[src/rtl/gpio_s2p_rx_if.sv]
// gpio_s2p_rx_if: serial link lines in, latched parallel word and status out
interface gpio_s2p_rx_if #(parameter int DATA_BITS = 16);
    localparam int CW = $clog2(DATA_BITS + 2);
    logic                 sclk;
    logic                 sdin;
    logic                 sclrn;
    logic                 pen;
    logic [DATA_BITS-1:0] PData;
    logic                 valid;
    logic                 frame_err;
    logic [CW-1:0]        bit_cnt;
    logic                 busy;
    modport master(output sclk, sdin, sclrn, pen, input PData, valid, frame_err, bit_cnt, busy);
    modport slave(input sclk, sdin, sclrn, pen, output PData, valid, frame_err, bit_cnt, busy);
endinterface

[src/rtl/gpio_s2p_rx.sv]
// gpio_s2p_rx: synchronizes the GPIO serial link and reassembles frames into a latched word
module gpio_s2p_rx #(
    parameter int DATA_BITS = 16,
    parameter int DIR       = 0,
    parameter int INVERT    = 1
) (
    input logic clk,
    input logic rst,
    gpio_s2p_rx_if.slave bus
);
    localparam int CW = $clog2(DATA_BITS + 2);
    typedef enum logic [1:0] {IDLE, RECV, FULL, OVER} state_t;
    state_t               st;
    logic [2:0]           sclk_s, pen_s;
    logic [1:0]           sdin_s, sclrn_s;
    logic [DATA_BITS-1:0] sh, sh_n, pd, pd_n;
    logic [CW-1:0]        cnt, cnt_n;
    logic                 valid, valid_n, err, err_n, sclk_rise, pen_rise;
    always_ff @(posedge clk) begin
        if (rst) begin
            sclk_s  <= '0;
            pen_s   <= '0;
            sdin_s  <= '0;
            sclrn_s <= '0;
            sh      <= '0;
            pd      <= '0;
            cnt     <= '0;
            valid   <= 1'b0;
            err     <= 1'b0;
        end else begin
            sclk_s  <= {sclk_s[1:0], bus.sclk};
            pen_s   <= {pen_s[1:0], bus.pen};
            sdin_s  <= {sdin_s[0], bus.sdin};
            sclrn_s <= {sclrn_s[0], bus.sclrn};
            sh      <= sh_n;
            pd      <= pd_n;
            cnt     <= cnt_n;
            valid   <= valid_n;
            err     <= err_n;
        end
    end
    // pen outranks sclk, so a bit arriving with the latch edge is dropped
    always_comb begin
        sclk_rise = sclk_s[1] & ~sclk_s[2];
        pen_rise  = pen_s[1] & ~pen_s[2];
        st        = OVER;
        if (cnt == '0) st = IDLE;
        else if (cnt < CW'(DATA_BITS)) st = RECV;
        else if (cnt == CW'(DATA_BITS)) st = FULL;
        sh_n    = sh;
        pd_n    = pd;
        cnt_n   = cnt;
        valid_n = 1'b0;
        err_n   = 1'b0;
        if (!sclrn_s[1]) begin
            sh_n  = '0;
            cnt_n = '0;
        end else if (pen_rise) begin
            cnt_n   = '0;
            valid_n = st == FULL;
            err_n   = st != FULL;
            pd_n    = st == FULL ? (INVERT != 0 ? ~sh : sh) : pd;
        end else if (sclk_rise) begin
            sh_n  = DIR != 0 ? {sdin_s[1], sh[DATA_BITS-1:1]} : {sh[DATA_BITS-2:0], sdin_s[1]};
            cnt_n = st == OVER ? cnt : cnt + CW'(1);
        end
    end
    assign bus.PData     = pd;
    assign bus.valid     = valid;
    assign bus.frame_err = err;
    assign bus.bit_cnt   = cnt;
    assign bus.busy      = cnt != '0;
endmodule

[src/flat_wrapper.sv]
// flat-port wrapper written by rule: the top's interface ports become plain ports
module gpio_s2p_rx_flat 
#(
    parameter int DATA_BITS = 16,
    parameter int DIR       = 0,
    parameter int INVERT    = 1
)
  (clk, rst, bus_sclk, bus_sdin, bus_sclrn, bus_pen, bus_PData, bus_valid, bus_frame_err, bus_bit_cnt, bus_busy);
  gpio_s2p_rx_if #(.DATA_BITS(DATA_BITS)) bus_i ();
  input logic clk;
  input logic rst;
  input wire logic [$bits(bus_i.sclk)-1:0] bus_sclk;
  input wire logic [$bits(bus_i.sdin)-1:0] bus_sdin;
  input wire logic [$bits(bus_i.sclrn)-1:0] bus_sclrn;
  input wire logic [$bits(bus_i.pen)-1:0] bus_pen;
  output wire logic [$bits(bus_i.PData)-1:0] bus_PData;
  output wire logic [$bits(bus_i.valid)-1:0] bus_valid;
  output wire logic [$bits(bus_i.frame_err)-1:0] bus_frame_err;
  output wire logic [$bits(bus_i.bit_cnt)-1:0] bus_bit_cnt;
  output wire logic [$bits(bus_i.busy)-1:0] bus_busy;
  assign bus_i.sclk = bus_sclk;
  assign bus_i.sdin = bus_sdin;
  assign bus_i.sclrn = bus_sclrn;
  assign bus_i.pen = bus_pen;
  assign bus_PData = bus_i.PData;
  assign bus_valid = bus_i.valid;
  assign bus_frame_err = bus_i.frame_err;
  assign bus_bit_cnt = bus_i.bit_cnt;
  assign bus_busy = bus_i.busy;
  gpio_s2p_rx #(.DATA_BITS(DATA_BITS), .DIR(DIR), .INVERT(INVERT)) u_core (.clk(clk), .rst(rst), .bus(bus_i));
endmodule
[config.mk]
export PLATFORM = sky130hd
export DESIGN_NAME = gpio_s2p_rx_flat
export DESIGN_NICKNAME = d
export VERILOG_FILES = /design/src/rtl/gpio_s2p_rx_if.sv /design/src/rtl/gpio_s2p_rx.sv /design/src/flat_wrapper.sv
export SDC_FILE = /design/constraint.sdc
export NUM_CORES = 1
export LEC_CHECK = 0
export CAP_MARGIN = 20
export CORE_ASPECT_RATIO = 0.75
export CORE_MARGIN = 3
export CORE_UTILIZATION = 34
export CTS_CLUSTER_DIAMETER = 200
export DETAILED_ROUTE_END_ITERATION = 12
export HOLD_SLACK_MARGIN = 0.06
export PLACE_DENSITY = 0.63
export SYNTH_ARGS = -nofsm -noshare
export SYNTH_HDL_FRONTEND = slang
export SYNTH_SLANG_ARGS = --single-unit
[constraint.sdc]
create_clock -name clk -period 1.6 [get_ports clk]
set_input_delay 0.32 -clock clk [delete_from_list [all_inputs] [get_ports clk]]
set_output_delay 0.32 -clock clk [all_outputs]
set_load 0.02 [all_outputs]
==> metrics.txt, run 1 <==
Sink Count 49; GRT Total Usage 0.131; number of violations reported at the end of detailed-routing iteration 0 80; critical-path maximum fanout 9; CTS tree built; delay of the slowest critical-path stage about 350 ps; DP HPWL 2660 um; dpl cell area 2500 sq um; chip width 94.7 um; fmax roughly 630 MHz; Avg Inst Size Synth 9.60 sq um; Final Wtd Congestion 0.749; worst clock skew on the final layout slightly above 5 ps; Adder-Cell Fraction of Synth Area 0.0125; P&R area growth vs syn 32.1%; Finished Cell Area 2650 sq um; sum of internal, switching and leakage power slightly above 2 mW; EDFF count, synth 0; Leak 1.25 nW; Post-DRT Antenna Nets 0; number of vias per cell after detailed routing 4.77; Final Setup Violations 0; layout filler cell count 530; first drt pass iteration count 4; worst hold path class reg2reg; antenna violations before repair 0; clock root buffer master sky130_fd_sc_hd__clkbuf_8; Max-cap violations 0; relative slew slack 0.728; row count 23; routed via count ~1.5k; multiplexer share of the synthesized area 0.119; data required time at the worst endpoint 1800 ps; most common cell after layout, fill and taps aside sky130_fd_sc_hd__dfxtp_1; post-synthesis xor/xnor area fraction 0; class of the most critical setup path reg2reg; final wirelength 4070 um; power per standard cell area ~770 nW/um^2; setup repair after global routing missed its margin true; number of standard cells in the final layout excluding fillers between 300 and 400; via count of the first global-routing pass ~1.5k; most used cells in the layout excluding fill and tap cells 47 x sky130_fd_sc_hd__dfxtp_1, 29 x sky130_fd_sc_hd__nor2b_1, 20 x sky130_fd_sc_hd__nand3_1, 17 x sky130_fd_sc_hd__nor2_1, 17 x sky130_fd_sc_hd__buf_4; kind of start point of the critical path flop; level count of the clock H-tree 2; largest family of logic cells by synthesized area simple AND/OR/NAND/NOR gates; final routed wire length divided by cell count 12.6 um; clk slew on worst S/H paths 90 ps; maximum resistive drop on vdd around 0.00042 V; largest net degree at the start of global routing 26; number of primary I/O pins 30; hold_buf cts 0; status completed; full die area 6870 sq um; final slew viol count 0; diode insertion count for antenna repair 0; flip-flop and latch count after synthesis 49; nets@finish approximately 260; compound-cell area share of the yosys netlist 0.108; critical path data arrival time about 1800 ps; IO Port Bufs 29; Netlist Area Pre-Place 2010 sq um; ordered cell list for the critical path inv_2, ha_4, and4bb_1, and3_4, buf_12, mux2_4; DIE HEIGHT 72.5 um; Final Cycle Share 0.996; Post-Syn Instances about 210; placeable core region 5530 sq um; cell total after placement 315; pin slew with the least headroom to its limit roughly 400 ps; distinct cell type count of the synthesized netlist 30; Min Clock Period, post-route between 1500 and 2000 ps; Post-Route Utilization 0.479; wire length of the first global-routing pass 6980 um; Synthesis Warnings 0; Syn Nets roughly 220; residual overflow from global routing 0; fraction of the yosys area taken by sequential cells 0.489; clock buffer count from CTS 5; Initial Utilization 0.363; FFs w/ async S/R, synth 0; post-route DRC violation count 0; cell with the largest stage delay on the worst path sky130_fd_sc_hd__dfxtp_4; area fraction in and, or, nand and nor cells after synthesis 0.219; endpoint type of the worst setup path flop; maximum buffer depth of the clock tree 2; fraction of final layout cells with drive strength greater than 1 0.205; top flip-flop cell by instance count after synthesis sky130_fd_sc_hd__dfxtp_1; Final Hold Vio Count 0; later-pin clock latency in the skew report 300 ps
==> synth_stat cells, drive strengths merged (2+ instances only) <==
cell	instances	share of area
a21oi	16	0.040
and3	2	0.0087
buf	6	0.025
clkbuf	11	0.021
dfxtp	49	0.49
ha	2	0.012
inv	4	0.0075
mux2	16	0.11
mux2i	2	0.010
nand2	2	0.0037
nand2b	5	0.016
nand3	20	0.050
nor2	17	0.032
nor2b	29	0.090
nor3	2	0.0050
o21a	2	0.0075
o21ai	16	0.040
==> cell families (layout without fill, tap and decap cells) <==
family          Yosys count  in the layout
flops                    49             49
simple gates             80             80
buf+inv                  21             61
fa+ha+maj                 2              2
compound gates           39             39
mux                      18             18
==> final cells by class <==
| class | instances | area, sq um | share of cell area |
|---|---|---|---|
| clock buffers | 6 | 72.6 | 0.0274 |
| clock inverters | 2 | 10.0 | 0.00378 |
| multi-input cells | 139 | 965 | 0.364 |
| inverters | 4 | 17.5 | 0.00661 |
| repair buffers | 49 | 502 | 0.189 |
| flip-flops and latches | 49 | 988 | 0.373 |
| well taps | 75 | 93.8 | 0.0354 |
==> power by group <==
group	switching (mW)	total [mW]	internal (mW)
Combinational	0.0571	0.100	0.0429
Sequential	0.00363	1.23	1.23
Clock	0.407	0.710	0.304
Total	0.467	2.04	1.57
==> state kept, by name, indices dropped and copies added, names as in the netlist <==
| register | count |
|---|---|
| u_core.sclk_s | 3 |
| u_core.pen_s | 3 |
| u_core.bus.PData | 16 |
| u_core.sclrn_s | 2 |
| u_core.sdin_s | 2 |
| u_core.sh | 16 |
| u_core.bus.valid | 1 |
| u_core.bus.frame_err | 1 |
| u_core.bus.bit_cnt | 5 |
==> metrics by stage <==
| stage | setup WS [ps] | hold slack, ps | setup TNS (ps) |
|---|---|---|---|
| floorplan | -7.73 | 414 | -77.3 |
| global placement | -80.5 | 421 | -172 |
| detailed placement | -79.0 | 420 | -187 |
| CTS | -3.66 | 441 | -10.0 |
| global route | -28.4 | 462 | -200 |
| finish | 5.83 | 441 | 0 |
==> final timing paths <==
| kind | startpoint | end | slack (ps) | cells after the start |
|---|---|---|---|---|
| hold reg to reg | u_core.pen_s[0]$_SDFF_PP0_ | u_core.pen_s[1]$_SDFF_PP0_ | 440 | 1 |
| hold / removal | u_core.pen_s[0]$_SDFF_PP0_ | u_core.pen_s[1]$_SDFF_PP0_ | 440 | 1 |
| setup / recovery | u_core.bus.bit_cnt[1]$_SDFFE_PP0P_ | u_core.bus.PData[12]$_SDFFE_PP0P_ | 6 | 6 |
| setup reg to reg | u_core.bus.bit_cnt[1]$_SDFFE_PP0P_ | u_core.bus.PData[12]$_SDFFE_PP0P_ | 6 | 6 |
==> worst max-delay path: cells and delay by family (launching register included) <==
| family | cells | cell delay (ps) |
|---|---|---|
| fa+ha+maj | 1 | 130 |
| simple gates | 2 | 500 |
| buf+inv | 2 | 210 |
| flops | 1 | 350 |
| mux | 1 | 300 |
==> repair_timing <==
item | 4_1_cts | 5_1_grt
setup endpoints to repair | 10 | 30
pin swaps | 1 | 1
gates resized for setup | 10 | 21
buffers inserted | 0 | 1
==> metal layers <==
| metal | routed length (um) | track usage | vias up | share of wire |
|---|---|---|---|---|
| li1 | - | - | 781 | - |
| met1 | 2170 | 0.196 | 721 | 0.53 |
| met2 | 1650 | 0.178 | 37 | 0.41 |
| met3 | 202 | 0.0342 | 6 | 0.050 |
| met4 | 52 | 0.0528 | 0 | 0.013 |
| met5 | 0 | 0 | - | 0 |
No activity file was read; power rests on OpenSTA's default activity.
==> run 2: changes to the inputs <==
--- a/config.mk
+++ b/config.mk
@@ -7,7 +7,7 @@
 export LEC_CHECK = 0
 export CAP_MARGIN = 20
 export CORE_ASPECT_RATIO = 0.75
-export CORE_MARGIN = 3
+export CORE_MARGIN = 2
 export CORE_UTILIZATION = 34
 export CTS_CLUSTER_DIAMETER = 200
 export DETAILED_ROUTE_END_ITERATION = 12
==> run 2 against run 1 <==
Compared with the run above:
- global-route usage is 0.43 points lower
- clock power up 27%
- core utilization fell by 1.4 points
- clock skew increased by 2.8 ps
- critical endpoint is now u_core.bus.PData[8]$_SDFFE_PP0P_
==> metrics.txt, run 2 (synthesized netlist as in run 1, its figures left out) <==
full die area 6540 sq um (-4.8%); maximum resistive drop on vdd 0.000386 V (-9.0%); Initial Utilization 0.348 (-0.0151); critical-path maximum fanout 5 (-4); GRT Total Usage 0.127 (-0.00431); largest net degree at the start of global routing 31 (+19%); routed via count 1527 (-1.2%); antenna violations before repair 0 (unchanged); number of violations reported at the end of detailed-routing iteration 0 62 (-23%); level count of the clock H-tree 2 (unchanged); GR met2 Demand/Resource 0.177 (-0.00132); DIE HEIGHT 70.5 um (-2.8%); Final Hold Vio Count 0 (unchanged); fmax 633 MHz (+0.91%); Final Wtd Congestion 0.752 (+0.36%); Final Setup Violations 0 (unchanged); pin slew with the least headroom to its limit 362 ps (-44.6 ps); later-pin clock latency in the skew report 300 ps (about the same); met1 usage in global routing 0.189 (-0.00692); final slew viol count 0 (unchanged); met3 layer usage reported by global route 0.0388 (+0.00464); P&R area growth vs syn 33.8%; number of vias per cell after detailed routing 4.66 (-2.4%); CTS tree built; fraction of final layout cells with drive strength greater than 1 0.208 (+0.00318); most heavily used metal layer in global routing met1; final wirelength 4010 um (-1.6%); final routed wire length divided by cell count 12.2 um (-2.8%); setup repair after global routing missed its margin true; chip width 92.7 um (-2.1%); post-route worst hold slack 442 ps (+1.13 ps); clock root buffer master sky130_fd_sc_hd__clkbuf_8; diode insertion count for antenna repair 0 (unchanged); post-route DRC violation count 0 (unchanged); data required time at the worst endpoint 1790 ps (about the same); endpoint type of the worst setup path flop; Max-cap violations 0 (unchanged); first drt pass iteration count 4 (unchanged); clock buffer count from CTS 5 (unchanged); Min Clock Period, post-route 1580 ps (-14.3 ps); most common cell after layout, fill and taps aside sky130_fd_sc_hd__dfxtp_1; Sink Count 49 (unchanged); DP HPWL 2600 um (-2.1%); status completed; number of standard cells in the final layout excluding fillers 328 (+1.2%); Final Cycle Share 0.987 (-0.00895); Post-DRT Antenna Nets 0 (unchanged); placeable core region 5770 sq um (+4.3%); worst clock skew on the final layout 8.04 ps (+2.85 ps); maximum buffer depth of the clock tree 2 (unchanged); cell total after placement 316 (+0.32%); power per standard cell area 831 nW/um^2 (+7.9%); number of primary I/O pins 30 (unchanged); IO Port Bufs 29 (unchanged); relative slew slack 0.752 (+0.0240); row count 24 (+4.3%); worst hold path class reg2reg; via count of the first global-routing pass 1453 (-1.5%); wire length of the first global-routing pass 6760 um (-3.3%); Leak 1.17 nW (-6.3%); residual overflow from global routing 0 (unchanged); most used cells in the layout excluding fill and tap cells 47 x sky130_fd_sc_hd__dfxtp_1, 29 x sky130_fd_sc_hd__nor2b_1, 20 x sky130_fd_sc_hd__nand3_1, 17 x sky130_fd_sc_hd__nor2_1, 17 x sky130_fd_sc_hd__buf_4; critical path data arrival time 1770 ps (-20 ps); class of the most critical setup path reg2reg; kind of start point of the critical path flop; clk slew on worst S/H paths 90 ps (about the same); nets@finish 257 (+0.39%)
-- run 2: path summary, 6_finish.rpt --
path | from | end | slack, ps | cells past startpoint
setup / recovery | u_core.bus.bit_cnt[1]$_SDFFE_PP0P_ | u_core.bus.PData[8]$_SDFFE_PP0P_ | 20 | 6
hold / removal | u_core.sclk_s[0]$_SDFF_PP0_ | u_core.sclk_s[1]$_SDFF_PP0_ | 440 | 1
setup reg to reg | u_core.bus.bit_cnt[1]$_SDFFE_PP0P_ | u_core.bus.PData[8]$_SDFFE_PP0P_ | 20 | 6
hold reg to reg | u_core.sclk_s[0]$_SDFF_PP0_ | u_core.sclk_s[1]$_SDFF_PP0_ | 440 | 1
-- run 2: area by class of cell --
cell class              instances  area [sq um]
inverters                       4          17.5
clock buffers                   7          86.3
well taps                      78          97.6
flip-flops and latches         49           988
fillers                       556          3080
repair buffers                 50           505
clock inverters                 1          30.0
multi-input cells             139           958
-- run 2: critical path, stage by stage, from the launching register on --
cell                        delay, ps
sky130_fd_sc_hd__dfxtp_4          350
sky130_fd_sc_hd__inv_2             60
sky130_fd_sc_hd__ha_4             130
sky130_fd_sc_hd__and4bb_1         240
sky130_fd_sc_hd__and3_4           250
sky130_fd_sc_hd__clkbuf_16        160
sky130_fd_sc_hd__mux2_4           290
-- run 2: routing by layer --
layer  routed length, um  share of wire
met5                   0              0
met4                  17         0.0042
met3                 173          0.043
met2                1690           0.42
met1                2130           0.53
-- run 2: repair_timing --
| action | CTS | global route |
|---|---|---|
| pin swaps | 0 | 1 |
| endpoints found under the hold margin | 0 | 0 |
| setup endpoints to repair | 22 | 19 |
| hold buffers | 0 | 0 |
| resized for setup | 10 | 16 |
| setup buffers | 2 | 1 |
| cloned | 0 | 1 |
-- run 2: stage by stage --
| step | TNS (ps) | instance area (sq um) | util | power [mW] | setup slack (ps) |
|---|---|---|---|---|---|
| global route | -243 | 2680 | 0.465 | 2.31 | -24.9 |
| finish | 0 | 2680 | 0.465 | 2.23 | 20.1 |
| floorplan | -77.3 | 2030 | - | 1.32 | -7.73 |
| detailed placement | -346 | 2460 | 0.428 | 1.36 | -94.8 |
| global placement | -244 | 2460 | 0.428 | 1.36 | -80.2 |
| CTS | 0 | 2600 | 0.451 | 2.26 | 19.2 |
-- run 2: power breakdown --
group,total (mW),internal (mW),leakage [nW],switching (mW)
registers,1.23,1.23,0.398,0.00383
logic,0.100,0.0430,0.714,0.0573
clock network,0.901,0.510,0.0585,0.391
==> run 3: changes to the inputs <==
--- a/config.mk
+++ b/config.mk
@@ -5,6 +5,7 @@
 export SDC_FILE = /design/constraint.sdc
 export NUM_CORES = 1
 export LEC_CHECK = 0
+export ABC_AREA = 1
 export CAP_MARGIN = 20
 export CORE_ASPECT_RATIO = 0.75
 export CORE_MARGIN = 2
@@ -12,7 +13,7 @@
 export CTS_CLUSTER_DIAMETER = 200
 export DETAILED_ROUTE_END_ITERATION = 12
 export HOLD_SLACK_MARGIN = 0.06
-export PLACE_DENSITY = 0.63
+export PLACE_DENSITY = 0.62
 export SYNTH_ARGS = -nofsm -noshare
 export SYNTH_HDL_FRONTEND = slang
 export SYNTH_SLANG_ARGS = --single-unit
==> constraint.sdc (replaced) <==
create_clock -name clk -period 1.7 [get_ports clk]
set_input_delay 0.34 -clock clk [delete_from_list [all_inputs] [get_ports clk]]
set_output_delay 0.34 -clock clk [all_outputs]
set_load 0.02 [all_outputs]
==> run 3 against run 2 <==
Compared with the run above:
- setup slack better by 70 ps
- sequential share of layout area up 5.9 points
- clock skew down 2.6 ps
- die area down 8.7%
- routed wire length down 16%
- non-clock buffer count down 13
- sequential cell count unchanged
- critical path type is now reg2out
- critical endpoint is now bus_busy
- highest routed layer unchanged
==> metrics.txt, run 3 <==
status completed; Leak 0.961 nW (-18%); cell with the largest stage delay on the worst path sky130_fd_sc_hd__dfxtp_1; GRT Total Usage 0.122 (-0.00478); relative slew slack 0.707 (-0.0448); wire length of the first global-routing pass 5660 um (-16%); area of the multi-input gates 698 sq um (-27%); distinct cell type count of the synthesized netlist 24 (-20%); multiplexer share of the synthesized area 0 (-0.119); most used cells in the layout excluding fill and tap cells 58 x sky130_fd_sc_hd__nor2_1, 49 x sky130_fd_sc_hd__dfxtp_1, 35 x sky130_fd_sc_hd__nand2_1, 23 x sky130_fd_sc_hd__inv_1, 23 x sky130_fd_sc_hd__clkdlybuf4s50_1; Final Hold Vio Count 0 (unchanged); Final Cycle Share 0.947; CTS tree built; area fraction of the dominant cell type after synthesis 0.538 (+0.0490); final slew viol count 0 (unchanged); top flip-flop cell by instance count after synthesis sky130_fd_sc_hd__dfxtp_1; flip-flop and latch count after synthesis 49 (unchanged); kind of start point of the critical path flop; maximum buffer depth of the clock tree 2 (unchanged); power per standard cell area 831 nW/um^2 (about the same); depth of the worst hold-timing path 2 (+1); DP HPWL 2290 um (-12%); RR Endpoint u_core.bus.PData[6]$_SDFFE_PP0P_; Synthesis Warnings 0 (unchanged); DIE HEIGHT 67.4 um (-4.4%); synth top area cells sky130_fd_sc_hd__dfxtp_1 54%, sky130_fd_sc_hd__nor2_1 12%, sky130_fd_sc_hd__nand2_1 7.2%, sky130_fd_sc_hd__inv_1 4.7%, sky130_fd_sc_hd__o21ai_0 4.7%; level count of the clock H-tree 2 (unchanged); Setup TNS 0 ps (unchanged); fraction of final layout cells with drive strength greater than 1 0.0940 (-0.114); first drt pass iteration count 5 (+1); Commonest cells post-synth 58 x sky130_fd_sc_hd__nor2_1, 49 x sky130_fd_sc_hd__dfxtp_1, 35 x sky130_fd_sc_hd__nand2_1; Avg Inst Size Synth 8.00 sq um (-17%); most frequent cell after synthesis sky130_fd_sc_hd__nor2_1; slack of the worst reg-to-reg path 240 ps (+220 ps); Adder-Cell Fraction of Synth Area 0.0137 (+0.00125); pin slew with the least headroom to its limit 438 ps (+76.1 ps); endpoint type of the worst setup path output port; nets@finish 273 (+6.2%); launching point of the worst reg2reg path u_core.bus.bit_cnt[0]$_SDFFE_PP0P_; antenna violations before repair 0 (unchanged); critical-path maximum fanout 2 (-3); number of primary I/O pins 30 (unchanged); largest family of logic cells by synthesized area simple AND/OR/NAND/NOR gates; end point of the most critical hold path u_core.sclk_s[1]$_SDFF_PP0_; worst clock skew on the final layout 5.43 ps (-2.61 ps); Internal 1.47 mW (-17%); Min Clock Period, post-route ~1600 ps; Netlist Area Pre-Place 1820 sq um (-9.1%); Sequential Power Share 0.610 (+0.059); post-synthesis xor/xnor area fraction 0.00480 (+0.00480); compound-cell area share of the yosys netlist 0.0865 (-0.0214); FFs w/ async S/R, synth 0 (unchanged); switching part of the total 0.228 (+0.0253); Net Sw Power 436 uW (-3.7%); source of the worst hold timing path u_core.sclk_s[0]$_SDFF_PP0_; post-synthesis cell type with the largest combined area sky130_fd_sc_hd__dfxtp_1; layout filler cell count 543 (-2.3%); ordered cell list for the critical path inv_1, ha_1, nand3_1, clkdlybuf4s15_1; P&R area growth vs syn 26.0%; post-route worst hold slack 405 ps (-36.6 ps); chip width 88.6 um (-4.5%); worst hold path class reg2reg; residual overflow from global routing 0 (unchanged); full die area 5970 sq um (-8.7%); fmax 621 MHz; Sink Count 49 (unchanged); data required time at the worst endpoint 1360 ps (-430 ps); row count 23 (-4.2%); clock buffer count from CTS 5 (unchanged); placeable core region 5270 sq um (-8.7%); Syn Nets 236 (+8.8%); maximum resistive drop on vdd 0.000305 V (-21%); R2R cell count 8 (+2); delay of the slowest critical-path stage 340 ps (about the same); area fraction in and, or, nand and nor cells after synthesis 0.278 (+0.0590); largest net degree at the start of global routing 29 (-6.5%); proportion of power drawn by combinational gates 0.039 (-0.006); IO Port Bufs 29 (unchanged); fraction of the yosys area taken by sequential cells 0.538 (+0.0490); Max-cap violations 0 (unchanged); Final Wtd Congestion 0.752 (about the same); Final Setup Violations 0 (unchanged); most common cell after layout, fill and taps aside sky130_fd_sc_hd__nor2_1; clock root buffer master sky130_fd_sc_hd__clkbuf_8; Post-Syn Instances 228 (+9.1%); Clk pwr share 0.351 (-0.053); critical path data arrival time 1270 ps (-500 ps); class of the most critical setup path reg2out; clk slew on worst S/H paths 90 ps (about the same); later-pin clock latency in the skew report 300 ps (about the same); post-route DRC violation count 0 (unchanged); setup repair after global routing missed its margin false; number of violations reported at the end of detailed-routing iteration 0 102 (+65%); final routed wire length divided by cell count 9.83 um (-20%); routed via count 1439 (-5.8%); via count of the first global-routing pass 1276 (-12%); diode insertion count for antenna repair 0 (unchanged); EDFF count, synth 0 (unchanged); combined flip-flop and latch cell area 981 sq um (-0.76%); final wirelength 3350 um (-16%); number of vias per cell after detailed routing 4.22 (-9.4%); Initial Utilization 0.346 (-0.00171); Post-DRT Antenna Nets 0 (unchanged)
-- run 3: changes by cell type after synthesis, moves of 3 or more --
cell,change
sky130_fd_sc_hd__a211oi_1,+3
sky130_fd_sc_hd__clkbuf_1,-9
sky130_fd_sc_hd__nor2_1,+41
sky130_fd_sc_hd__mux2_2,-6
sky130_fd_sc_hd__nor3_1,+3
sky130_fd_sc_hd__nand2b_1,-5
sky130_fd_sc_hd__inv_1,+19
sky130_fd_sc_hd__mux2_4,-10
sky130_fd_sc_hd__a21oi_1,-6
sky130_fd_sc_hd__nand2_1,+33
sky130_fd_sc_hd__nand3_1,-12
sky130_fd_sc_hd__nor2b_1,-29
-- run 3: how the worst max path moves through the flow --
stage | startpoint | to | slack (ps) | cells after the start
floorplan | u_core.bus.bit_cnt[0]$_SDFFE_PP0P_ | u_core.bus.PData[0]$_SDFFE_PP0P_ | 300 | 7
global placement | u_core.bus.bit_cnt[0]$_SDFFE_PP0P_ | bus_busy | 130 | 4
detailed placement | u_core.bus.bit_cnt[0]$_SDFFE_PP0P_ | bus_busy | 120 | 4
CTS | u_core.bus.bit_cnt[2]$_SDFFE_PP0P_ | bus_bit_cnt[2] | 30 | 1
global route | u_core.bus.bit_cnt[0]$_SDFFE_PP0P_ | bus_busy | 5 | 4
finish | u_core.bus.bit_cnt[0]$_SDFFE_PP0P_ | bus_busy | 90 | 4
-- run 3: logic make-up (layout without fill, tap and decap cells) --
family,Yosys count,in the layout
AND/OR/NAND/NOR,115,115
flip-flops,49,49
buffers and inverters,31,69
AO/OA/AOI/OAI,30,30
adder cells (fa/ha/maj),2,2
XOR/XNOR,1,1
-- run 3: power by group through the flow --
stage / registers (mW) / clock network, mW / logic, mW
final: 1.16 / 0.670 / 0.0746
after global placement: 1.19 / 0 / 0.0745
after CTS: 1.16 / 0.695 / 0.0751
after detailed placement: 1.19 / 0 / 0.0753
after global routing: 1.17 / 0.743 / 0.0869
after floorplan: 1.19 / 0 / 0.0480
-- run 3: metal layers --
| layer | vias up | track usage | part of all wire |
|---|---|---|---|
| li1 | 783 | - | - |
| met1 | 623 | 0.176 | 0.55 |
| met2 | 28 | 0.177 | 0.40 |
| met3 | 5 | 0.0269 | 0.035 |
| met4 | 0 | 0.0511 | 0.010 |
| met5 | - | 0 | 0 |
-- run 3: critical path, delay by kind of cell, from the launching register on --
kind	cells	cell delay, ps
adder cells (fa/ha/maj)	1	200
buffers and inverters	2	350
AND/OR/NAND/NOR	1	80
flip-flops	1	340
-- run 3: area by class of cell --
cell class              count  area share
flip-flops and latches     49       0.427
clock buffers               5      0.0300
well taps                  75      0.0408
repair buffers             37       0.151
clock inverters             3     0.00763
multi-input cells         148       0.304
inverters                  24      0.0392
-- run 3: repair_timing --
item / in CTS / in global routing
resized for setup: 5 / 2
endpoints found under the setup margin: 5 / 2
buffers inserted: 0 / 0
hold buffers: 0 / 0
-- run 3: through the flow --
step                      instances  setup slack, ps  power (mW)   util  instance area, sq um
final                           341             90.3        1.91  0.436                  2300
after floorplan                 228              301        1.24      -                  1820
after global routing            341             5.32        2.00  0.436                  2300
after CTS                       341             28.6        1.93  0.435                  2290
after global placement          333              130        1.27  0.420                  2210
after detailed placement        333              121        1.27  0.420                  2210
